[config.mk]
export PLATFORM = sky130hd
export DESIGN_NAME = bin2bcd_disp_flat
export DESIGN_NICKNAME = d
export VERILOG_FILES = /design/src/rtl/bin2bcd_disp_if.sv /design/src/rtl/bin2bcd_disp.sv /design/src/flat_wrapper.sv
export SDC_FILE = /design/constraint.sdc
export NUM_CORES = 1
export LEC_CHECK = 0
export ABC_AREA = 1
export ABC_CLOCK_PERIOD_IN_PS = 3800
export CORE_MARGIN = 2
export CORE_UTILIZATION = 30
export DETAILED_ROUTE_END_ITERATION = 10
export SETUP_SLACK_MARGIN = 0.4
export SLEW_MARGIN = 20
export SYNTH_ARGS = -nofsm -noshare
export SYNTH_HDL_FRONTEND = slang
export SYNTH_SLANG_ARGS = --single-unit
[constraint.sdc]
create_clock -name clk -period 3.8 [get_ports clk]
set_input_delay 0.38 -clock clk [delete_from_list [all_inputs] [get_ports clk]]
set_output_delay 0.38 -clock clk [all_outputs]
set_load 0.01 [all_outputs]
[src/rtl/bin2bcd_disp_if.sv]
`default_nettype none
// ============================================================================
//  Module      : bin2bcd_disp_if
//  Description : Handshake/display bundle for bin2bcd_disp.
//                master (requester) drives start/value and observes the
//                busy/done status and per-digit code/enable outputs;
//                slave is the converter side.
//                  start  - conversion request
//                  value  - W-bit binary value
//                  busy   - conversion in progress
//                  done   - one-cycle result-update pulse
//                  digits - 4*DIGITS glyph codes, [3:0] = LSD
//                  dig_en - DIGITS per-digit enables, bit 0 = LSD
//  Revision    : 1.0 - initial release
// ============================================================================
interface bin2bcd_disp_if #(
    parameter int DIGITS = 4,
    parameter int W      = 14
);
    logic                  start;
    logic [W-1:0]          value;
    logic                  busy;
    logic                  done;
    logic [4*DIGITS-1:0]   digits;
    logic [DIGITS-1:0]     dig_en;

    modport master (
        output start, value,
        input  busy, done, digits, dig_en
    );

    modport slave (
        input  start, value,
        output busy, done, digits, dig_en
    );
endinterface
`default_nettype wire

[src/rtl/bin2bcd_disp.sv]
`default_nettype none
// ============================================================================
//  Module      : bin2bcd_disp
//  Description : Sequential binary-to-seven-segment-code converter.
//                Double-dabble (shift-add-3) one bit per clock, then a
//                single formatting cycle applies leading-zero blanking,
//                overflow ("EEEE") and, optionally, a minus sign.
//                Glyph codes: 0-9 digits, 4'hA blank, 4'hB '-', 4'hE 'E'.
//  Ports       : clk    - rising-edge clock
//                rst_n  - synchronous active-low reset
//                bus    - bin2bcd_disp_if.slave (start/value in,
//                         busy/done/digits/dig_en out)
//  Options     : BIN2BCD_SIGNED_EN - treat value as two's complement and
//                show a leading '-' for negative inputs.
//  Revision    : 1.0 - initial release
// ============================================================================
module bin2bcd_disp #(
    parameter int DIGITS = 4,
    parameter int W      = 14
) (
    input  wire logic        clk,
    input  wire logic        rst_n,
    bin2bcd_disp_if.slave    bus
);

    // One extra BCD digit above the display detects overflow.
    localparam int BCD_W = 4 * (DIGITS + 1);
    localparam int CNT_W = $clog2(W + 1);

    typedef enum logic [1:0] {
        S_IDLE   = 2'd0,
        S_SHIFT  = 2'd1,
        S_FORMAT = 2'd2
    } state_t;

    state_t                 state_q;
    logic [W-1:0]           bin_q;
    logic [BCD_W-1:0]       bcd_q;
    logic [CNT_W-1:0]       cnt_q;
    logic                   busy_q;
    logic                   done_q;
    logic [4*DIGITS-1:0]    digits_q;
    logic [DIGITS-1:0]      dig_en_q;
`ifdef BIN2BCD_SIGNED_EN
    logic                   neg_q;
`endif

    logic [BCD_W-1:0]       bcd_adj;
    logic [BCD_W-1:0]       bcd_d;
    logic [4*DIGITS-1:0]    digits_d;
    logic [DIGITS-1:0]      dig_en_d;
    logic                   ovf;
    logic                   seen;
    int                     msd_idx;

    // Add-3 correction on every nibble, then shift the next binary bit in.
    always_comb begin
        bcd_adj = bcd_q;
        for (int i = 0; i <= DIGITS; i++) begin
            if (bcd_q[4*i +: 4] >= 4'd5) begin
                bcd_adj[4*i +: 4] = bcd_q[4*i +: 4] + 4'd3;
            end
        end
        bcd_d = {bcd_adj[BCD_W-2:0], bin_q[W-1]};
    end

    // Formatting of the finished BCD accumulator.
    always_comb begin
        digits_d = '0;
        dig_en_d = '0;
        seen     = 1'b0;
        msd_idx  = 0;
        ovf      = (bcd_q[BCD_W-1 -: 4] != 4'd0);

        // Scan from the MSD: blank until the first nonzero digit; the LSD
        // is always shown so that zero reads "0".
        for (int i = DIGITS - 1; i >= 0; i--) begin
            if (seen || (bcd_q[4*i +: 4] != 4'd0) || (i == 0)) begin
                if (!seen) begin
                    msd_idx = i;
                end
                seen        = 1'b1;
                digits_d[4*i +: 4] = bcd_q[4*i +: 4];
                dig_en_d[i] = 1'b1;
            end else begin
                digits_d[4*i +: 4] = 4'hA;
            end
        end

`ifdef BIN2BCD_SIGNED_EN
        // The sign needs a free digit left of the MSD.
        if (neg_q) begin
            if (msd_idx == DIGITS - 1) begin
                ovf = 1'b1;
            end else begin
                for (int i = 0; i < DIGITS; i++) begin
                    if (i == msd_idx + 1) begin
                        digits_d[4*i +: 4] = 4'hB;
                        dig_en_d[i]        = 1'b1;
                    end
                end
            end
        end
`endif

        if (ovf) begin
            for (int i = 0; i < DIGITS; i++) begin
                digits_d[4*i +: 4] = 4'hE;
            end
            dig_en_d = '1;
        end
    end

    always_ff @(posedge clk) begin
        if (!rst_n) begin
            state_q  <= S_IDLE;
            bin_q    <= '0;
            bcd_q    <= '0;
            cnt_q    <= '0;
            busy_q   <= 1'b0;
            done_q   <= 1'b0;
            dig_en_q <= '0;
            for (int i = 0; i < DIGITS; i++) begin
                digits_q[4*i +: 4] <= 4'hA;
            end
`ifdef BIN2BCD_SIGNED_EN
            neg_q    <= 1'b0;
`endif
        end else begin
            done_q <= 1'b0;
            case (state_q)
                S_IDLE: begin
                    if (bus.start) begin
`ifdef BIN2BCD_SIGNED_EN
                        // Negation of -2^(W-1) wraps to 2^(W-1), which is
                        // still exact when read as an unsigned magnitude.
                        neg_q <= bus.value[W-1];
                        bin_q <= bus.value[W-1] ? (~bus.value + 1'b1) : bus.value;
`else
                        bin_q <= bus.value;
`endif
                        bcd_q   <= '0;
                        cnt_q   <= CNT_W'(W);
                        busy_q  <= 1'b1;
                        state_q <= S_SHIFT;
                    end
                end
                S_SHIFT: begin
                    bcd_q <= bcd_d;
                    bin_q <= {bin_q[W-2:0], 1'b0};
                    cnt_q <= cnt_q - 1'b1;
                    if (cnt_q == CNT_W'(1)) begin
                        state_q <= S_FORMAT;
                    end
                end
                S_FORMAT: begin
                    digits_q <= digits_d;
                    dig_en_q <= dig_en_d;
                    done_q   <= 1'b1;
                    busy_q   <= 1'b0;
                    state_q  <= S_IDLE;
                end
                default: begin
                    state_q <= S_IDLE;
                end
            endcase
        end
    end

    assign bus.busy   = busy_q;
    assign bus.done   = done_q;
    assign bus.digits = digits_q;
    assign bus.dig_en = dig_en_q;

endmodule
`default_nettype wire

[src/flat_wrapper.sv]
// flat-port wrapper written by rule: the top's interface ports become plain ports
module bin2bcd_disp_flat 
#(
    parameter int DIGITS = 4,
    parameter int W      = 14
)
  (clk, rst_n, bus_start, bus_value, bus_busy, bus_done, bus_digits, bus_dig_en);
  bin2bcd_disp_if #(.DIGITS(DIGITS), .W(W)) bus_i ();
  input  wire logic clk;
  input  wire logic rst_n;
  input wire logic [$bits(bus_i.start)-1:0] bus_start;
  input wire logic [$bits(bus_i.value)-1:0] bus_value;
  output wire logic [$bits(bus_i.busy)-1:0] bus_busy;
  output wire logic [$bits(bus_i.done)-1:0] bus_done;
  output wire logic [$bits(bus_i.digits)-1:0] bus_digits;
  output wire logic [$bits(bus_i.dig_en)-1:0] bus_dig_en;
  assign bus_i.start = bus_start;
  assign bus_i.value = bus_value;
  assign bus_busy = bus_i.busy;
  assign bus_done = bus_i.done;
  assign bus_digits = bus_i.digits;
  assign bus_dig_en = bus_i.dig_en;
  bin2bcd_disp #(.DIGITS(DIGITS), .W(W)) u_core (.clk(clk), .rst_n(rst_n), .bus(bus_i));
endmodule
## After elaboration in Yosys (flattened, before gate mapping)

Cells that the tools add are included.

- Bits of input ports: 17
- Register bits after elaboration: 62
- Bits in latches: 0
- Output and inout bits: 22
- RAM bits: 0
- Memories kept: 0
- ROM bits: 0
- Logic and storage cells: 62

- Reductions and logical operators: 12
- Bitwise logic cells: 0
- Shifts and indexed selects: 0
- Equality and inequality tests: 5
- Divide/modulo/power cells: 0
- Multiplexer cells: 26
- Order comparisons: 5
- Multipliers: 0
- Add/sub/neg operators: 6

Operator list:

| kind | number |
|---|---|
| $pmux W20 S2 | 1 |
| $mux W4 | 9 |
| $pmux W14 S2 | 1 |
| $ge A4 B3 Y1 const B | 5 |
| $mux W20 | 1 |
| $add A4 B2 Y4 const B | 4 |
| $mux W16 | 1 |
| $reduce_bool A4 Y1 | 4 |
| $mux W14 | 1 |
| $pmux W4 S2 | 1 |
| $mux W1 | 6 |
| $reduce_and A2 Y1 | 3 |
| $eq A4 B1 Y1 const B | 1 |
| $mux W2 | 2 |
| $pmux W2 S2 | 1 |
| $reduce_bool A2 Y1 | 2 |
| $sub A4 B1 Y4 const B | 1 |
| $add A3 B2 Y3 const B | 1 |
| $mux W3 | 1 |
| $eq A2 B1 Y1 const B | 1 |
| $eq A2 B2 Y1 const B | 1 |
| $logic_not A2 Y1 | 1 |
| $logic_or A1 B1 Y1 | 2 |
| $ne A2 B1 Y1 const B | 1 |
| 2 further kinds | 2 |

## Longest topological paths before layout

- Depth after elaboration: 7
- Mapped depth: 9

## Worst setup path before layout

Ideal clock, no wire load.

- Path kind: flip-flop to flip-flop
- Start point: reg u_core.bcd_q[12]
- End point: reg u_core.dig_en_q[1], in the netlist u_core.bus.dig_en[1]
- Path buffers: 0
- Setup slack: 2.490 ns
- Arrival time: 1.194 ns
- Required time: 3.685 ns
- Clock period less this slack: 1.310 ns
- Cell stages (with the launch flop): 8
- Path through: dfxtp_1 > inv_1 > ha_1 > nand2_1 > nor2_1 > nand3_1 > o21ai_0 > inv_1

- Word-level cells in the longest chain between the ends: 7

RTL lines:

| item | line | source |
|---|---|---|
| start: declaration | bin2bcd_disp.sv:38 | `logic [BCD_W-1:0] bcd_q;` |
| start signal: assignment | bin2bcd_disp.sv:118 | `bcd_q <= '0;` |
| start signal: assignment | bin2bcd_disp.sv:142 | `bcd_q <= '0;` |
| start signal: assignment | bin2bcd_disp.sv:149 | `bcd_q <= bcd_d;` |
| $reduce_bool A4 Y1 * | bin2bcd_disp.sv:78 | `if (seen \|\| (bcd_q[4*i +: 4] != 4'd0) \|\| (i == 0)) begin` |
| $mux W1 * | bin2bcd_disp.sv:78 |  |
| $logic_or A1 B1 Y1 | bin2bcd_disp.sv:78 |  |
| $mux W1 * | bin2bcd_disp.sv:78 |  |
| $logic_or A1 B1 Y1 * | bin2bcd_disp.sv:78 |  |
| $mux W1 * | bin2bcd_disp.sv:78 |  |
| $mux W4 * | bin2bcd_disp.sv:106 | `if (ovf) begin` |
| end signal: assignment | bin2bcd_disp.sv:158 | `dig_en_q <= dig_en_d;` |
| end: declaration | bin2bcd_disp.sv:43 | `logic [DIGITS-1:0] dig_en_q;` |

Mark *: on every way between the ends. The rest lies on a longest branch, timed or not.
A chain may end at the register's enable or synchronous reset.

==> flow_summary_export.csv <==
group,metric,value,unit
status,status,"finished, final reports clean",
detailed_routing,via_per_inst,4.72,
clock_network,cts.htree.levels,3,
cells_and_area,area_growth,23.8,%
critical_path,critPathBufInv,3,
die,start_util,30.6,%
die,io_pins,39,
die,die_h,101,um
clock_network,ctsHoldBuffers,0,
power,total_power,1.39,mW
power,max-vdd-ir-drop,0.188,mV
critical_path,start_kind,"primary input",
min_path,hold_class,"register to register",
logic_synthesis,synth-seq-cells,62,
sta,slew_violations,0,
sta,setup_viol,0,
logic_synthesis,synth_cell_types,21,
clock_network,insertion_delay,0.34,ns
sta,tightest_slew,0.656,ns
logic_synthesis,synth_edf_count,0,
sta,max_freq,0.516,GHz
logic_synthesis,synth_top_cells_by_count,"116 x nand2_1, 62 x dfxtp_1, 37 x inv_1, 30 x nand3_1, 19 x nor2_1",
logic_synthesis,seq_area_frac_synth,44.0,%
global_routing,grt.total_usage,14.3,%
die,fp.dieW,101,um
sta,min_period,1.94,ns
logic_synthesis,async_flop_share,0,%
logic_synthesis,synth_most_common_cell,"nand2_1",
placement,dp_hpwl,4880,um
logic_synthesis,ys_warn_count,0,
critical_path,slowest_delay,0.79,ns
logic_synthesis,yosys-top-cells-area,"dfxtp_1 44%, nand2_1 15%, ha_1 6.2%",
logic_synthesis,synth_top_area_share,44.0,%
die,placementRows,35,
critical_path,critPathCaptureType,"register",
critical_path,crit_arrival,2.21,ns
sta,setup_tns,0,ns
logic_synthesis,syn_inst,384,
sta,finalHoldViolations,0,
cells_and_area,drive_gt1_share,7.94,%
global_routing,grt_max_degree,23,
clock_network,clockBufferDepth,2,
critical_path,reg2reg_slack,2.04,ns
power,leakage,1.42,nW
global_routing,grt_antenna_before_repair,0,
sta,clock_skew,0.0109,ns
clock_network,post_cts_buffers,0,
detailed_routing,wl_per_cell,12.8,um
logic_synthesis,synth-main-ff-cell,"dfxtp_1",
sta,slew_headroom,56.2,%
detailed_routing,via_count,2545,
cells_and_area,insertedDiodeCount,0,
detailed_routing,drtPass1Iterations,4,
die,dieArea,0.0102,mm^2
detailed_routing,drtIter0Drc,142,
detailed_routing,routed_wl,6910,um
die,core_region_area,0.00920,mm^2
critical_path,cp_top_family,"buffers and inverters",
critical_path,worstSetupPathType,"primary input to register",
detailed_routing,drc,0,
placement,portBuffers,38,
logic_synthesis,syn_area,0.00282,mm^2
clock_network,cts_buffers,9,
critical_path,cp_max_fo,22,
clock_network,cts_resized,0,
detailed_routing,ant_nets,0,
critical_path,cp.required,4.07,ns
flow_run,cap_violations,0,
logic_synthesis,syn-num-nets,415,
clock_network,path_clk_slew,0.07,ns
clock_network,cts.sinks,62,
clock_network,cts_tree,"built",
sta,rsz0062_at_grt,"false",
logic_synthesis,yosysTopAreaCell,"dfxtp_1",
cells_and_area,nets,454,
clock_network,cts-root-buf,"clkbuf_8",
cells_and_area,utilization,37.9,%
critical_path,cp_slowest_cell,"clkdlybuf4s50_1",
logic_synthesis,synth_area_per_cell,7.34,um^2
critical_path,critPathMostFrequentCell,"inv_2",
sta,fin_crit_sh,51.0,%
power,powerDensity,399,mW/mm^2
critical_path,crit_chain,"clkdlybuf4s50_1 -> inv_2 -> nor2_4 -> inv_2 -> o21ai_1",
global_routing,overflow,0,
global_routing,grt_pass1_vias,2396,
placement,globalplace.congestion,0.874,
global_routing,grt_pass1_wl,11400,um
[power breakdown]
group | internal (mW) | total, mW | switching [mW]
Clock | 0.303 | 0.587 | 0.284
Sequential | 0.672 | 0.688 | 0.0162
Combinational | 0.0459 | 0.118 | 0.0722
[worst paths after layout]
path	startpoint	endpoint	cells past startpoint
max	rst_n	u_core.bcd_q[0]	5
min	u_core.bin_q[0]	u_core.bin_q[0]	2
max reg2reg	u_core.state_q[1]	u_core.bus.digits[15]	7
min reg2reg	u_core.bin_q[0]	u_core.bin_q[0]	2
[worst min-delay path, delay by kind of cell, from the launching register on]
kind,cells,cell delay [ns]
flops,1,0.32
simple gates,2,0.10
[stage by stage]
step	setup WS, ns	area [um^2]	instances	hold WS, ns
after floorplan	2.49	2820	384	0.419
after global placement	1.52	3290	523	0.438
after detailed placement	1.50	3290	523	0.456
after CTS	1.86	3490	539	0.467
after global routing	1.75	3490	539	0.489
final	1.86	3490	539	0.461
[registers in the layout, indices dropped and copies added (netlist names)]
signal and flops:
u_core.bcd_q 20, u_core.bus.digits 16, u_core.bin_q 14, u_core.bus.dig_en 4, u_core.cnt_q 4, u_core.state_q 2, u_core.bus.busy 1, u_core.bus.done 1
[routing by layer]
metal,routed length [um],share of wire (%),track usage (%)
met5,0,0,0
met2,3210,46,22.8
met1,3290,48,18.8
met3,318,4.6,2.98
met4,98,1.4,5.72
[area by class of cell]
class / count / area, um^2
timing repair buffer: 39 / 388
multi-input combinational: 267 / 1360
clock inverter: 7 / 75.1
inverter: 44 / 165
tap: 111 / 139
sequential: 62 / 1240
fill: 974 / 5710
clock buffer: 9 / 124
[cell families (layout without fill, tap and decap cells)]
kind of cell	Yosys count	in the layout	share of synthesized area [%]
xor+xnor	3	3	0.933
simple gates	179	179	27.1
compound gates	71	71	13.9
fa+ha+maj	14	14	6.22
flops	62	62	44.0
buf+inv	55	99	7.82
[cell usage in the layout, fill, tap and decap left out, types with 2 or more instances in the layout]
cell type / count
inv_2: 7
nand2_1: 116
nand3_1: 30
clkdlybuf4s50_1: 38
ha_1: 14
a21oi_1: 18
nor2_1: 19
nand2_2: 4
dfxtp_1: 62
clkinvlp_4: 3
a31oi_1: 12
inv_1: 37
xor2_1: 3
o21ai_1: 17
clkinv_4: 2
clkbuf_8: 9
o22ai_1: 6
o211ai_1: 5
nor2_4: 4
o21ai_0: 13
nand4_1: 4
nor2_2: 2
No activity file was read; power rests on OpenSTA's default activity.
==> RTL change 1: new RTL, same flow settings <==
Add a define of `BIN2BCD_SIGNED_EN`.
--- a/src/rtl/bin2bcd_disp.sv
+++ b/src/rtl/bin2bcd_disp.sv
@@ -15,4 +15,6 @@
 //  Revision    : 1.0 - initial release
 // ============================================================================
+`define BIN2BCD_SIGNED_EN
+
 module bin2bcd_disp #(
     parameter int DIGITS = 4,
Behaviour: same outputs for any inputs over 10 cycles, from zero or initial values and one cycle with rst_n low; that may be too few to reach the edited logic, so the function may still have changed.
==> RTL change 1 against the unedited design <==
  * Sequential cell count grew 1
  * Area after synthesis grew 12%
  * Worst setup slack lost 0.27 ns
  * Synthesized cell count grew 11%
  * Hold slack lost 0.0044 ns
  * Largest cell class unchanged
  * Die area grew 11%
  * Final cell count grew 12%
  * Design area grew 10%
  * Clock skew shrank 0.0043 ns
  * Routed wire length grew 11%
  * Total power grew 8.5%
  * Critical endpoint is now u_core.bin_q[13]$_SDFFE_PN0P_
  * Global-route usage grew 0.10 points
  * Count of clock-buffer cells in the layout grew 4
  * Core utilization shrank 0.46 points
==> RTL change 1: results (changes against the unedited design) <==
Outcome
  – Status: finished clean (unchanged)

Setup path
  – Critical path type: flip-flop to flip-flop (was input pin to flip-flop)
  – CP startpoint: u_core.state_q[1]$_SDFFE_PN0P_ (was rst_n)
  – Reg2Reg Depth: 8 (was 7)
  – Critical Path AT: 2.48 ns (was 2.21 ns)

Logic synthesis
  – Synth Area in Adders: 6.75% (was 6.22%)
  – Syn Inst Count: 426 (was 384)

Drt
  – Final WL: 7640 um (was 6910 um)
  – M1 wire length: 3760 um (was 3290 um)
  – Drt via density: 4.82 (was 4.72)
  – Met2 WL: 3550 um (was 3210 um)

Placed design
  – Placed Instances: 588 (was 523)
  – GP Congestion: 0.807 (was 0.874)
  – DP Area: 0.00364 mm^2 (was 0.00329 mm^2)

Power
  – Peak supply drop: 166 uV (was 188 uV)
  – Combinational power: 0.192 mW (was 0.118 mW)
  – Internal power: 1.11 mW (was 1.02 mW)

Final layout
  – Fraction of layout cells with a size suffix above 1: 8.76% (was 7.94%)
  – Fin cells: 604 (was 539)
  – Post-layout nets: 497 (was 454)

STA
  – Clk_skew: 0.00656 ns (was 0.0109 ns)
  – Hold Slack: 0.456 ns (was 0.461 ns)
  – Period utilization: 58.1% (was 51.0%)
  – Tightest Pin Transition: 0.778 ns (was 0.656 ns)

Global routing
  – Largest net degree at the start of global routing: 41 (was 23)
  – Global-route wire length before repair: 13,100 um (was 11,400 um)
  – Grt met3 use: 2.39% (was 2.98%)
  – Met1 usage: 18.9% (was 18.8%)

Min path
  – Worst Hold Path EP: u_core.bus.digits[8]$_SDFFE_PN0P_ (was u_core.bin_q[0]$_SDFFE_PN0P_)
  – HP Start: u_core.bus.digits[8]$_SDFFE_PN0P_ (was u_core.bin_q[0]$_SDFFE_PN0P_)
## RTL change 1: changes by cell type in the layout (fill, tap and decap cells not counted), moves of 4 or more
cell,unedited run,this run
nand2_1,116,74
a21oi_1,18,55
o21ai_0,13,30
nor2_1,19,30
o21ai_1,17,6
a31oi_1,12,3
a22oi_1,0,8
inv_1,37,45
inv_2,7,14
nand3_1,30,25
o221ai_1,0,5
nand4_1,4,0
## RTL change 1: worst max-delay path: cells and delay by family, from the launching register on
family	cells	cell delay [ns]
AOI/OAI and AO/OA	2	0.21
and+or+nand+nor	3	1.08
DFF	1	0.35
buffers and inverters	3	0.49
## RTL change 1: final cells by class
class / instances / area (um^2)
clock inverters: 3 / 40.0
flip-flops and latches: 63 / 1260
well taps: 136 / 170
fillers: 1122 / 6430
multi-input cells: 291 / 1600
repair buffers: 39 / 388
clock buffers: 13 / 169
inverters: 59 / 221
==> RTL change 2: new RTL, same flow settings <==
Without the edit above. Reset style: asynchronous (`rst_n`), changed in one clocked block. Comments in the files are not updated.
--- a/src/rtl/bin2bcd_disp.sv
+++ b/src/rtl/bin2bcd_disp.sv
@@ -112,5 +112,5 @@
     end
 
-    always_ff @(posedge clk) begin
+    always_ff @(posedge clk or negedge rst_n) begin
         if (!rst_n) begin
             state_q  <= S_IDLE;
Function: differs if rst_n is asserted again (counterexample within 4 cycles, from zero or initial values and one cycle with rst_n low); with rst_n held inactive, the same outputs for 10 cycles.
==> RTL change 2 against the unedited design <==
  * Design area rose by 14%
  * Count of clock-buffer cells in the layout increased by 2
  * Sequential cell count is the same
  * Critical path depth decreased by 4
  * Via count increased by 3.2%
  * Worst setup slack improved by 0.15 ns
  * First-iteration DRC count decreased by 11%
  * Routed wire length shrank 3.4%
  * Area after synthesis rose by 16%
  * Clock skew shrank 0.0054 ns
  * Critical path type is now flip-flop to output pin
  * Highest routed layer unchanged
Power is not compared: it rests on default switching activity, and its combinational part moved more than twofold at a synthesized area within 25%.
==> RTL change 2: results (changes against the unedited design) <==
Outcome
  – Status: finished clean (unchanged)

Placed design
  – GP Congestion: 0.868 (was 0.874)
  – Worst slack, placed: 2.09 ns (was 1.50 ns)

Global routing
  – Global-route wire length before repair: 11,800 um (was 11,400 um)
  – Largest net degree at the start of global routing: 43 (was 23)

Logic synthesis
  – Syn Inst Count: 395 (was 384)
  – Ys async rst share: 100% (was 0%)
  – Prevailing post-synth register cell: dfrtp_1 (was dfxtp_1)
  – Register area share after synthesis: 47.7% (was 44.0%)
  – Netlist cell types: 28 (was 21)
  – Post-synth top cells: nand2_1, dfrtp_1, inv_1, nand3_1 (was nand2_1, dfxtp_1, inv_1, nand3_1, nor2_1)
  – Dominant cells by area after synthesis: dfrtp_1, nand2_1, dfstp_2 (was dfxtp_1, nand2_1, ha_1)

Final layout
  – Fraction of layout cells with a size suffix above 1: 12.8% (was 7.94%)
  – Fill count: 1,136 (was 974)

STA
  – Tightest Pin Transition: 0.953 ns (was 0.656 ns)
  – Hold Slack: 0.187 ns (was 0.461 ns)
  – Minimum clock period: 1.79 ns (was 1.94 ns)

Setup path
  – Launching point of the worst reg2reg path: u_core.bcd_q[16]$_DFFE_PN0P_ (was u_core.state_q[1]$_SDFFE_PN0P_)
  – Crit-path max cell delay: 0.54 ns (was 0.79 ns)
  – Critical Path AT: 1.41 ns (was 2.21 ns)
  – R2r setup slk: 2.20 ns (was 2.04 ns)

Drt
  – Drt via density: 4.54 (was 4.72)
  – Final WL: 6670 um (was 6910 um)
  – Drt first-iter violations: 126 (was 142)

Min path
  – Class of the worst hold path: input pin to asynchronous set/reset pin (was flip-flop to flip-flop)
[RTL change 2: worst register-to-register path, cell delays in order (launching register included)]
cell	delay, ns
dfrtp_1	0.42
inv_1	0.10
ha_1	0.33
nand2_1	0.17
nor2_4	0.25
nand3_1	0.13
nand2_1	0.07
inv_1	0.03
[RTL change 2: layer usage]
metal / vias up / track usage, % / part of all wire [%]
met5: - / 0 / 0
met2: 60 / 20.7 / 44
met3: 6 / 5.30 / 7.1
met1: 1219 / 16.3 / 48
li1: 1341 / - / -
met4: 0 / 3.02 / 0.94
[RTL change 2: cell families (layout without fill, tap and decap cells)]
| group | count (synthesis) | in the layout | synth area share, % |
|---|---|---|---|
| buffers and inverters | 64 | 108 | 9.06 |
| adders and majority gates | 14 | 14 | 5.35 |
| AOI/OAI and AO/OA | 63 | 63 | 12.0 |
| DFF | 62 | 62 | 47.7 |
| and+or+nand+nor | 192 | 192 | 25.9 |
[RTL change 2: path summary, 6_finish.rpt]
check                                                         to  cells after the start
worst max-delay path                               bus_digits[3]                      1
worst min-delay path                 u_core.bin_q[5]$_DFFE_PN0P_                      1
worst max register to register  u_core.bus.dig_en[1]$_DFFE_PN0P_                      7
worst min register to register  u_core.bus.dig_en[0]$_DFFE_PN0P_                      1
max in group asynchronous       u_core.bus.digits[7]$_DFFE_PN1P_                      2
min in group clk                u_core.bus.dig_en[0]$_DFFE_PN0P_                      1
[RTL change 2: power breakdown]
| group | total, mW | switching, mW | internal (mW) |
|---|---|---|---|
| Sequential | 1.11 | 0.172 | 0.940 |
| Combinational | 1.50 | 0.931 | 0.566 |
| Clock | 0.649 | 0.250 | 0.399 |
[RTL change 2: layout make-up]
cell class              count  area, um^2  area share [%]
clock buffers              11         151            3.82
clock inverters             4        70.1            1.77
inverters                  54         208            5.24
multi-input cells         269        1410            35.7
flip-flops and latches     62        1560            39.4
well taps                 140         175            4.42
repair buffers             39         383            9.66
[RTL change 2: through the flow]
step | total power [mW] | util [%] | instance area (um^2)
floorplan | 2.28 | - | 3270
global placement | 2.58 | 34.8 | 3740
detailed placement | 2.62 | 34.8 | 3740
CTS | 3.29 | 36.9 | 3960
global route | 3.59 | 36.9 | 3960
finish | 3.26 | 36.9 | 3960
